**src/rtl/wb_arbiter_pkg.sv**
```systemverilog
// Shared wishbone definitions: data/select widths and the arbiter FSM encoding.
// wb_arbiter and wb_decoder both import this package.
package wb_arbiter_pkg;

  localparam int DW   = 32;
  localparam int SELW = 4;

  typedef enum logic {
    ST_IDLE = 1'b0,
    ST_BUSY = 1'b1
  } arb_state_t;

endpackage

```
**src/rtl/wb_arbiter_if.sv**
```systemverilog
// Bundle of per-master request/response signals plus the single downstream bus.
// Handshake: a master holds mst_stb_i until it sees its mst_ack_o bit; a transfer ends on
// the cycle where ack_i & stb_o are both high (mst_err_o marks a forced timeout ending).
interface wb_arbiter_if #(
  parameter int MASTERS = 4,
  parameter int AW      = 32
);
  import wb_arbiter_pkg::*;

  logic [MASTERS-1:0]      mst_stb_i;
  logic [MASTERS-1:0]      mst_we_i;
  logic [MASTERS*AW-1:0]   mst_adr_i;
  logic [MASTERS*DW-1:0]   mst_dat_i;
  logic [MASTERS*SELW-1:0] mst_sel_i;
  logic [MASTERS-1:0]      mst_ack_o;
  logic [MASTERS-1:0]      mst_err_o;
  logic [DW-1:0]           mst_dat_o;

  logic                    stb_o;
  logic                    we_o;
  logic [AW-1:0]           adr_o;
  logic [DW-1:0]           dat_o;
  logic [SELW-1:0]         sel_o;
  logic                    ack_i;
  logic [DW-1:0]           dat_i;

  // Arbiter side: it is the slave of the masters and drives the downstream bus.
  modport slave (
    input  mst_stb_i, mst_we_i, mst_adr_i, mst_dat_i, mst_sel_i, ack_i, dat_i,
    output mst_ack_o, mst_err_o, mst_dat_o, stb_o, we_o, adr_o, dat_o, sel_o
  );

  // Environment side: masters plus the downstream slave response.
  modport master (
    output mst_stb_i, mst_we_i, mst_adr_i, mst_dat_i, mst_sel_i, ack_i, dat_i,
    input  mst_ack_o, mst_err_o, mst_dat_o, stb_o, we_o, adr_o, dat_o, sel_o
  );

endinterface

```
**src/rtl/wb_rr_pick.sv**
```systemverilog
// Round-robin priority select: first set request at or above ptr_i, wrapping to 0.
module wb_rr_pick #(
  parameter int N  = 4,
  parameter int MW = 2
) (
  input  logic [N-1:0]  req_i,
  input  logic [MW-1:0] ptr_i,
  output logic [MW-1:0] idx_o,
  output logic          valid_o
);

  always_comb begin
    idx_o   = '0;
    valid_o = 1'b0;
    for (int k = 0; k < N; k++) begin
      if (!valid_o && req_i[(int'(ptr_i) + k) % N]) begin
        valid_o = 1'b1;
        idx_o   = MW'((int'(ptr_i) + k) % N);
      end
    end
  end

endmodule

```
**src/rtl/wb_arbiter.sv**
```systemverilog
// Round-robin wishbone arbiter: one transfer per grant, one IDLE cycle between grants,
// and a timeout that forces an error termination when the slave never acks.
module wb_arbiter
  import wb_arbiter_pkg::*;
#(
  parameter  int MASTERS = 4,
  parameter  int AW      = 32,
  parameter  int TIMEOUT = 255,
  localparam int MW      = $clog2(MASTERS)
) (
  input  logic             clk_i,
  input  logic             rst_n_i,
  wb_arbiter_if.slave      bus,
  output arb_state_t       dbg_state_o,
  output logic [MW-1:0]    dbg_gnt_o,
  output logic [MW-1:0]    dbg_ptr_o
);

  localparam int CW = $clog2(TIMEOUT);

  arb_state_t        r_state;
  logic [MW-1:0]     r_gnt;
  logic [MW-1:0]     r_ptr;
  logic [CW-1:0]     r_cnt;

  logic              w_busy;
  logic              w_req_g;
  logic              w_timeout;
  logic              w_acked;
  logic              w_done;
  logic              w_pick_valid;
  logic [MW-1:0]     w_pick;
  logic [MASTERS-1:0] w_gnt_oh;

  wb_rr_pick #(.N(MASTERS), .MW(MW)) u_pick (
    .req_i   (bus.mst_stb_i),
    .ptr_i   (r_ptr),
    .idx_o   (w_pick),
    .valid_o (w_pick_valid)
  );

  assign w_busy   = (r_state == ST_BUSY);
  assign w_req_g  = bus.mst_stb_i[r_gnt];
  // An ack on the last allowed cycle wins over the timeout.
  assign w_timeout = w_busy && w_req_g && !bus.ack_i && (r_cnt == CW'(TIMEOUT - 1));
  assign w_acked  = bus.ack_i && bus.stb_o;
  assign w_done   = w_acked || w_timeout || !w_req_g;
  assign w_gnt_oh = MASTERS'(1) << r_gnt;

  assign bus.stb_o     = w_busy && w_req_g && !w_timeout;
  assign bus.we_o      = w_busy && bus.mst_we_i[r_gnt];
  assign bus.adr_o     = w_busy ? bus.mst_adr_i[int'(r_gnt)*AW +: AW]     : '0;
  assign bus.dat_o     = w_busy ? bus.mst_dat_i[int'(r_gnt)*DW +: DW]     : '0;
  assign bus.sel_o     = w_busy ? bus.mst_sel_i[int'(r_gnt)*SELW +: SELW] : '0;
  assign bus.mst_ack_o = (w_acked || w_timeout) ? w_gnt_oh : '0;
  assign bus.mst_err_o = w_timeout ? w_gnt_oh : '0;
  assign bus.mst_dat_o = bus.dat_i;

  assign dbg_state_o = r_state;
  assign dbg_gnt_o   = r_gnt;
  assign dbg_ptr_o   = r_ptr;

  always_ff @(posedge clk_i or negedge rst_n_i) begin
    if (!rst_n_i) begin
      r_state <= ST_IDLE;
      r_gnt   <= '0;
      r_ptr   <= '0;
      r_cnt   <= '0;
    end else begin
      case (r_state)
        ST_IDLE: begin
          if (w_pick_valid) begin
            r_gnt   <= w_pick;
            r_cnt   <= '0;
            r_state <= ST_BUSY;
          end
        end
        ST_BUSY: begin
          if (w_done) begin
            r_ptr   <= (r_gnt == MW'(MASTERS - 1)) ? '0 : r_gnt + 1'b1;
            r_state <= ST_IDLE;
          end else begin
            r_cnt <= r_cnt + 1'b1;
          end
        end
        default: r_state <= ST_IDLE;
      endcase
    end
  end

endmodule

```
**src/flat_wrapper.sv**
```systemverilog
// flat-port wrapper written by rule: the top's interface ports become plain ports
module wb_arbiter_flat import wb_arbiter_pkg::*;
#(
  parameter  int MASTERS = 4,
  parameter  int AW      = 32,
  parameter  int TIMEOUT = 255,
  localparam int MW      = $clog2(MASTERS)
)
  (clk_i, rst_n_i, dbg_state_o, dbg_gnt_o, dbg_ptr_o, bus_mst_stb_i, bus_mst_we_i, bus_mst_adr_i, bus_mst_dat_i, bus_mst_sel_i, bus_ack_i, bus_dat_i, bus_mst_ack_o, bus_mst_err_o, bus_mst_dat_o, bus_stb_o, bus_we_o, bus_adr_o, bus_dat_o, bus_sel_o);
  wb_arbiter_if #(.MASTERS(MASTERS), .AW(AW)) bus_i ();
  input  logic clk_i;
  input  logic rst_n_i;
  output arb_state_t dbg_state_o;
  output logic [MW-1:0] dbg_gnt_o;
  output logic [MW-1:0] dbg_ptr_o;
  input wire logic [$bits(bus_i.mst_stb_i)-1:0] bus_mst_stb_i;
  input wire logic [$bits(bus_i.mst_we_i)-1:0] bus_mst_we_i;
  input wire logic [$bits(bus_i.mst_adr_i)-1:0] bus_mst_adr_i;
  input wire logic [$bits(bus_i.mst_dat_i)-1:0] bus_mst_dat_i;
  input wire logic [$bits(bus_i.mst_sel_i)-1:0] bus_mst_sel_i;
  input wire logic [$bits(bus_i.ack_i)-1:0] bus_ack_i;
  input wire logic [$bits(bus_i.dat_i)-1:0] bus_dat_i;
  output wire logic [$bits(bus_i.mst_ack_o)-1:0] bus_mst_ack_o;
  output wire logic [$bits(bus_i.mst_err_o)-1:0] bus_mst_err_o;
  output wire logic [$bits(bus_i.mst_dat_o)-1:0] bus_mst_dat_o;
  output wire logic [$bits(bus_i.stb_o)-1:0] bus_stb_o;
  output wire logic [$bits(bus_i.we_o)-1:0] bus_we_o;
  output wire logic [$bits(bus_i.adr_o)-1:0] bus_adr_o;
  output wire logic [$bits(bus_i.dat_o)-1:0] bus_dat_o;
  output wire logic [$bits(bus_i.sel_o)-1:0] bus_sel_o;
  assign bus_i.mst_stb_i = bus_mst_stb_i;
  assign bus_i.mst_we_i = bus_mst_we_i;
  assign bus_i.mst_adr_i = bus_mst_adr_i;
  assign bus_i.mst_dat_i = bus_mst_dat_i;
  assign bus_i.mst_sel_i = bus_mst_sel_i;
  assign bus_i.ack_i = bus_ack_i;
  assign bus_i.dat_i = bus_dat_i;
  assign bus_mst_ack_o = bus_i.mst_ack_o;
  assign bus_mst_err_o = bus_i.mst_err_o;
  assign bus_mst_dat_o = bus_i.mst_dat_o;
  assign bus_stb_o = bus_i.stb_o;
  assign bus_we_o = bus_i.we_o;
  assign bus_adr_o = bus_i.adr_o;
  assign bus_dat_o = bus_i.dat_o;
  assign bus_sel_o = bus_i.sel_o;
  wb_arbiter #(.MASTERS(MASTERS), .AW(AW), .TIMEOUT(TIMEOUT)) u_core (.clk_i(clk_i), .rst_n_i(rst_n_i), .bus(bus_i), .dbg_state_o(dbg_state_o), .dbg_gnt_o(dbg_gnt_o), .dbg_ptr_o(dbg_ptr_o));
endmodule
```
**config.mk**
```make
export PLATFORM = sky130hd
export DESIGN_NAME = wb_arbiter_flat
export DESIGN_NICKNAME = d
export VERILOG_FILES = /design/src/rtl/wb_arbiter_pkg.sv /design/src/rtl/wb_arbiter_if.sv /design/src/rtl/wb_rr_pick.sv /design/src/rtl/wb_arbiter.sv /design/src/flat_wrapper.sv
export SDC_FILE = /design/constraint.sdc
export NUM_CORES = 1
export LEC_CHECK = 0
export CAP_MARGIN = 20
export CORE_AREA = 2 2 169 171
export CTS_CLUSTER_SIZE = 25
export DETAILED_ROUTE_END_ITERATION = 12
export DIE_AREA = 0 0 171 173
export PLACE_DENSITY_LB_ADDON = 0.2
export REMOVE_ABC_BUFFERS = 1
export SYNTH_ARGS = -nofsm -noshare
export SYNTH_HDL_FRONTEND = slang
export SYNTH_SLANG_ARGS = --single-unit
```
**constraint.sdc**
```tcl
create_clock -name clk_i -period 2.42 [get_ports clk_i]
set_input_delay 0.363 -clock clk_i [delete_from_list [all_inputs] [get_ports clk_i]]
set_output_delay 0.363 -clock clk_i [all_outputs]
set_load 0.02 [all_outputs]
```
**Word-level counts from Yosys, hierarchy flattened**

Cells that the tools add are included.
Widths: inputs -> output; s select.

- Bits in registers: 13
- Input port bits: 315
- Output and inout port bits: 115

- Bitwise operators: 4
- Multiplexer cells: 35
- Shifts and indexed selects: 4
- Add/sub/neg operators: 5
- Order comparisons: 5
- Reductions and logical operators: 23
- Eq/ne operators: 4

Operator list:

| kind | count |
|---|---|
| $shiftx 128x8->32 | 2 |
| $mux 32 | 2 |
| $mux 8 | 2 |
| $pmux 8 s2 | 1 |
| $shiftx 16x5->4 | 1 |
| $mux 1 | 15 |
| $bmux 1 s2 | 6 |
| $lt 3x4->1 const B | 3 |
| $mux 4 | 3 |
| $mux 2 | 5 |
| $logic_and 1x1->1 | 9 |
| $add 8x1->8 const B | 1 |
| $eq 8x8->1 const B | 1 |
| $logic_not 1->1 | 6 |
| $lt 2x3->1 const B | 2 |
| $reduce_and 2->1 | 3 |
| $reduce_or 2->1 | 3 |
| $add 2x1->2 const B | 2 |
| $add 2x2->2 const B | 2 |
| $ne 2x2->1 const B | 2 |
| $shl 1x2->4 const A | 1 |
| $and 1x1->1 const A | 3 |
| $eq 2x2->1 const B | 1 |
| $logic_or 1x1->1 | 2 |
| 2 further kinds | 2 |

**Depth between registers and ports, before layout**

- Depth after elaboration: 16
- Gate-level depth with buffers: 8

**By module**

Synthesis repeated with hierarchy kept, for this count alone.

- Cell total of the unflattened synthesis: 296
- Area total of the unflattened synthesis: 3323.2 um^2

Modules (own cells, without submodules):

| module | times used | area each (um^2) | cells each |
|---|---|---|---|
| wb_arbiter | 1 | 3245.6 | 281 |
| wb_rr_pick | 1 | 77.6 | 15 |

**Worst setup path before layout**

No wires, ideal clock.

- Path kind: register to output
- Start point: reg u_core.r_gnt[0] (netlist: u_core.dbg_gnt_o[0])
- End point: out bus_adr_o[0]
- Data required time: 2.057 ns
- Arrival: 1.808 ns
- Setup slack: 0.249 ns
- Stages on the path, launching flop included: 5
- Path buffers: 2
- Path through: dfrtp_1 -> buf_2 -> buf_2 -> mux4_2 -> and2_1

- Longest elaborated chain between the ends: 2

RTL lines:

| what | RTL line | RTL |
|---|---|---|
| from (decl) | wb_arbiter.sv:22 | `logic [MW-1:0] r_gnt;` |
| from (signal assigned) | wb_arbiter.sv:73 | `r_gnt <= w_pick;` |
| $shiftx 128x8->32 | wb_arbiter.sv:52 | `assign bus.adr_o = w_busy ? bus.mst_adr_i[int'(r_gnt)*AW +: AW] : '0;` |
| $mux 32 | wb_arbiter.sv:52 |  |
| to (decl) | flat_wrapper.sv:28 | `output wire logic [$bits(bus_i.adr_o)-1:0] bus_adr_o;` |

No other way between the ends.

**Final worst setup path**

- Start point: reg u_core.r_gnt[0] (netlist: u_core.dbg_gnt_o[0])
- End point: out bus_adr_o[6]

The elaborated chain is that of the path after synthesis.

==> impl_metrics.tcl <==
set metrics [dict create \
    htreeDepth 1 \
    crit_type "flip-flop to output port" \
    layout_common_cells "clkdlybuf4s50_1 (287), and2_1 (70), mux4_2 (69), dlygate4sd2_1 (46), buf_4 (26)" \
    r2r_end "u_core.r_cnt[3]" \
    area_growth_pct 126 \
    avgSynthCellArea_um2 11.3 \
    cts-buffers-inserted 3 \
    cap_violations 0 \
    synth-seq-cells 13 \
    hpwl_um 18500 \
    worst_pin_slew_ps 682 \
    status "finished clean" \
    dieArea_um2 29600 \
    dp_slack_ps -9.02 \
    reg2reg_from "u_core.dbg_gnt_o[0]" \
    ir_drop_v 0.000412 \
    clock_skew_ps 2.05 \
    routed_wirelength_um 21700 \
    clock-sinks 13 \
    clk_path_buf_depth 2 \
    synth_xor_area_share_pct 0.266 \
    synth_top_family_by_area "multiplexers" \
    grt_start_max_net_pins 74 \
    grt_use_total_pct 13.7 \
    r2r_cells 7 \
    synth-main-ff-cell "dfrtp_1" \
    min_from "u_core.r_cnt[7]" \
    synth-simple-area-share_pct 19.8 \
    io_buffers 365 \
    wl_per_cell_um 21.4 \
    drive_above_1_share_pct 20.8 \
    ys_warn_count 0 \
    async_flop_share_pct 100 \
    dp_cells 1003 \
    cellPowerDensity_nw_per_um2 848 \
    synth_cells 292 \
    ant_nets 0 \
    dr.first_iter.drc_count 170 \
    place_congestion 0.929 \
    p_leak_nw 2.85 \
    finalCritPeriodShare_pct 97.3 \
    path_clk_slew_ps 50 \
    arrival_ps 1990 \
    yosys.cell_types.count 45 \
    grt_pass1_vias 4382 \
    hold_buffers 0 \
    dr_total_vias 3983 \
    finalSetupViolations 0 \
    slew_headroom_pct 54.4 \
    core_um2 27600 \
    setup_ws_ps 64.7 \
    synth_area_um2 3290 \
    die_h_um 173 \
    fmax_mhz 425 \
    overflow 0 \
    die_w_um 171 \
    finalNonFillerCells 1018 \
    synth_mux_area_share_pct 49.3 \
    ys_seq_area_share_pct 9.89 \
    endpoint_kind "output port" \
    antenna_found_initial 2 \
    cp-start-kind "flip-flop" \
    worst-path-max-fanout 10 \
    synth_edf_count 0 \
    hold_path_class "flip-flop to flip-flop" \
    fin_setup_tns_ps 0 \
    startpoint "u_core.dbg_gnt_o[0]" \
    cts-root-buf "clkbuf_16" \
    layout.cells.most_common "clkdlybuf4s50_1" \
    grt_pass1_wl_um 29600 \
    crit_end "bus_adr_o[6]" \
    drtPass1Iterations 4 \
    ios 430 \
    synthAdderAreaFrac_pct 2.28 \
    final_hold_viol_count 0 \
    cts_tree "built" \
    viasPerCell 3.91 \
    cp_data_required_time_ps 2060 \
    rrSetupSlack_ps 480 \
    period_needed_ps 2360 \
    start_util_pct 11.9 \
    fin_total_pwr_mw 6.30 \
    nets 960 \
    worstSkewPairLatency_ps 240 \
    slew_viol_final 0 \
    rows 61 \
    drc 0 \
    synth_compound_area_share_pct 6.77 \
]
worst min path at each step:
stage / depth (start not counted) / endpoint / slack (ps)
2_1_floorplan: 0 / u_core.dbg_gnt_o[0] / 70
3_3_place_gp: 1 / u_core.r_cnt[7] / 500
3_5_place_dp: 1 / u_core.r_cnt[7] / 510
4_1_cts: 1 / u_core.r_cnt[7] / 530
5_1_grt: 1 / u_core.r_cnt[7] / 560
6_report: 1 / u_core.r_cnt[7] / 520
logic make-up (layout without fill, tap and decap cells):
| group | Yosys count | count (layout) |
|---|---|---|
| AOI/OAI and AO/OA | 26 | 26 |
| xor gates and xnor gates | 1 | 1 |
| adders and majority gates | 6 | 6 |
| buffers and inverters | 63 | 409 |
| DFF | 13 | 13 |
| muxes | 75 | 75 |
| other | 0 | 2 |
| and+or+nand+nor | 108 | 108 |
cell type report:
| class | instances | area (um^2) |
|---|---|---|
| Antenna cell | 2 | 5.00 |
| Clock buffer | 4 | 78.8 |
| Fill cell | 2980 | 20200 |
| Inverter | 6 | 22.5 |
| Multi-Input combinational cell | 216 | 2590 |
| Sequential cell | 13 | 334 |
| Tap cell | 378 | 473 |
| Timing Repair Buffer | 399 | 3930 |
sequential cells by signal, indices dropped and copies added, names as in the netlist:
register and cells:
u_core.dbg_gnt_o 2, u_core.dbg_ptr_o 2, u_core.r_cnt 8, u_core.dbg_state_o 1
power breakdown:
part / internal, mW / total, mW / switching (mW)
clock network: 0.223 / 0.320 / 0.0971
logic: 2.97 / 5.57 / 2.61
registers: 0.293 / 0.410 / 0.117
total: 3.48 / 6.30 / 2.82
timing repair:
| action | CTS | global route |
|---|---|---|
| endpoints found under the setup margin | 78 | 32 |
| pin swaps | 0 | 0 |
| setup buffers | 4 | 5 |
| gates resized for setup | 108 | 14 |
per-stage QoR:
stage               hold WS, ps  cell area [um^2]  utilization (%)
floorplan                  67.4              2930                -
finish                      520              7430             26.9
global placement            499              7350             26.6
CTS                         526              7410             26.8
global route                558              7430             26.9
detailed placement          512              7350             26.6
metal layers:
| layer | track usage [%] | wire length, um | vias to the layer above |
|---|---|---|---|
| met5 | 2.68 | 115 | - |
| li1 | - | - | 1800 |
| met1 | 14.7 | 7760 | 1930 |
| met2 | 23.5 | 10400 | 239 |
| met3 | 8.33 | 3290 | 12 |
| met4 | 1.09 | 138 | 2 |
worst max-delay path: stages, from the launching register on:
cell           delay (ps)
dfrtp_4               460
buf_4                 130
buf_12                140
mux4_2                530
and2_1                170
dlygate4sd2_1         310
synthesized netlist by cell type (2+ instances only):
master,n,area (um^2)
mux2i_1,2,20.0
buf_2,4,20.0
a21oi_1,3,15.0
mux2_2,3,33.8
inv_1,5,18.8
o211ai_1,2,15.0
nand2b_1,2,12.5
ha_1,6,75.1
and3_1,8,50.1
nor4b_1,2,17.5
buf_4,38,285
o21ai_0,5,25.0
clkbuf_1,15,56.3
mux4_2,69,1550
nand2_1,6,22.5
a21o_1,2,15.0
nand3_1,5,25.0
and2_1,70,438
dfrtp_1,13,325
nor2_1,7,26.3
Note: power is estimated with default switching activity, not from simulation.
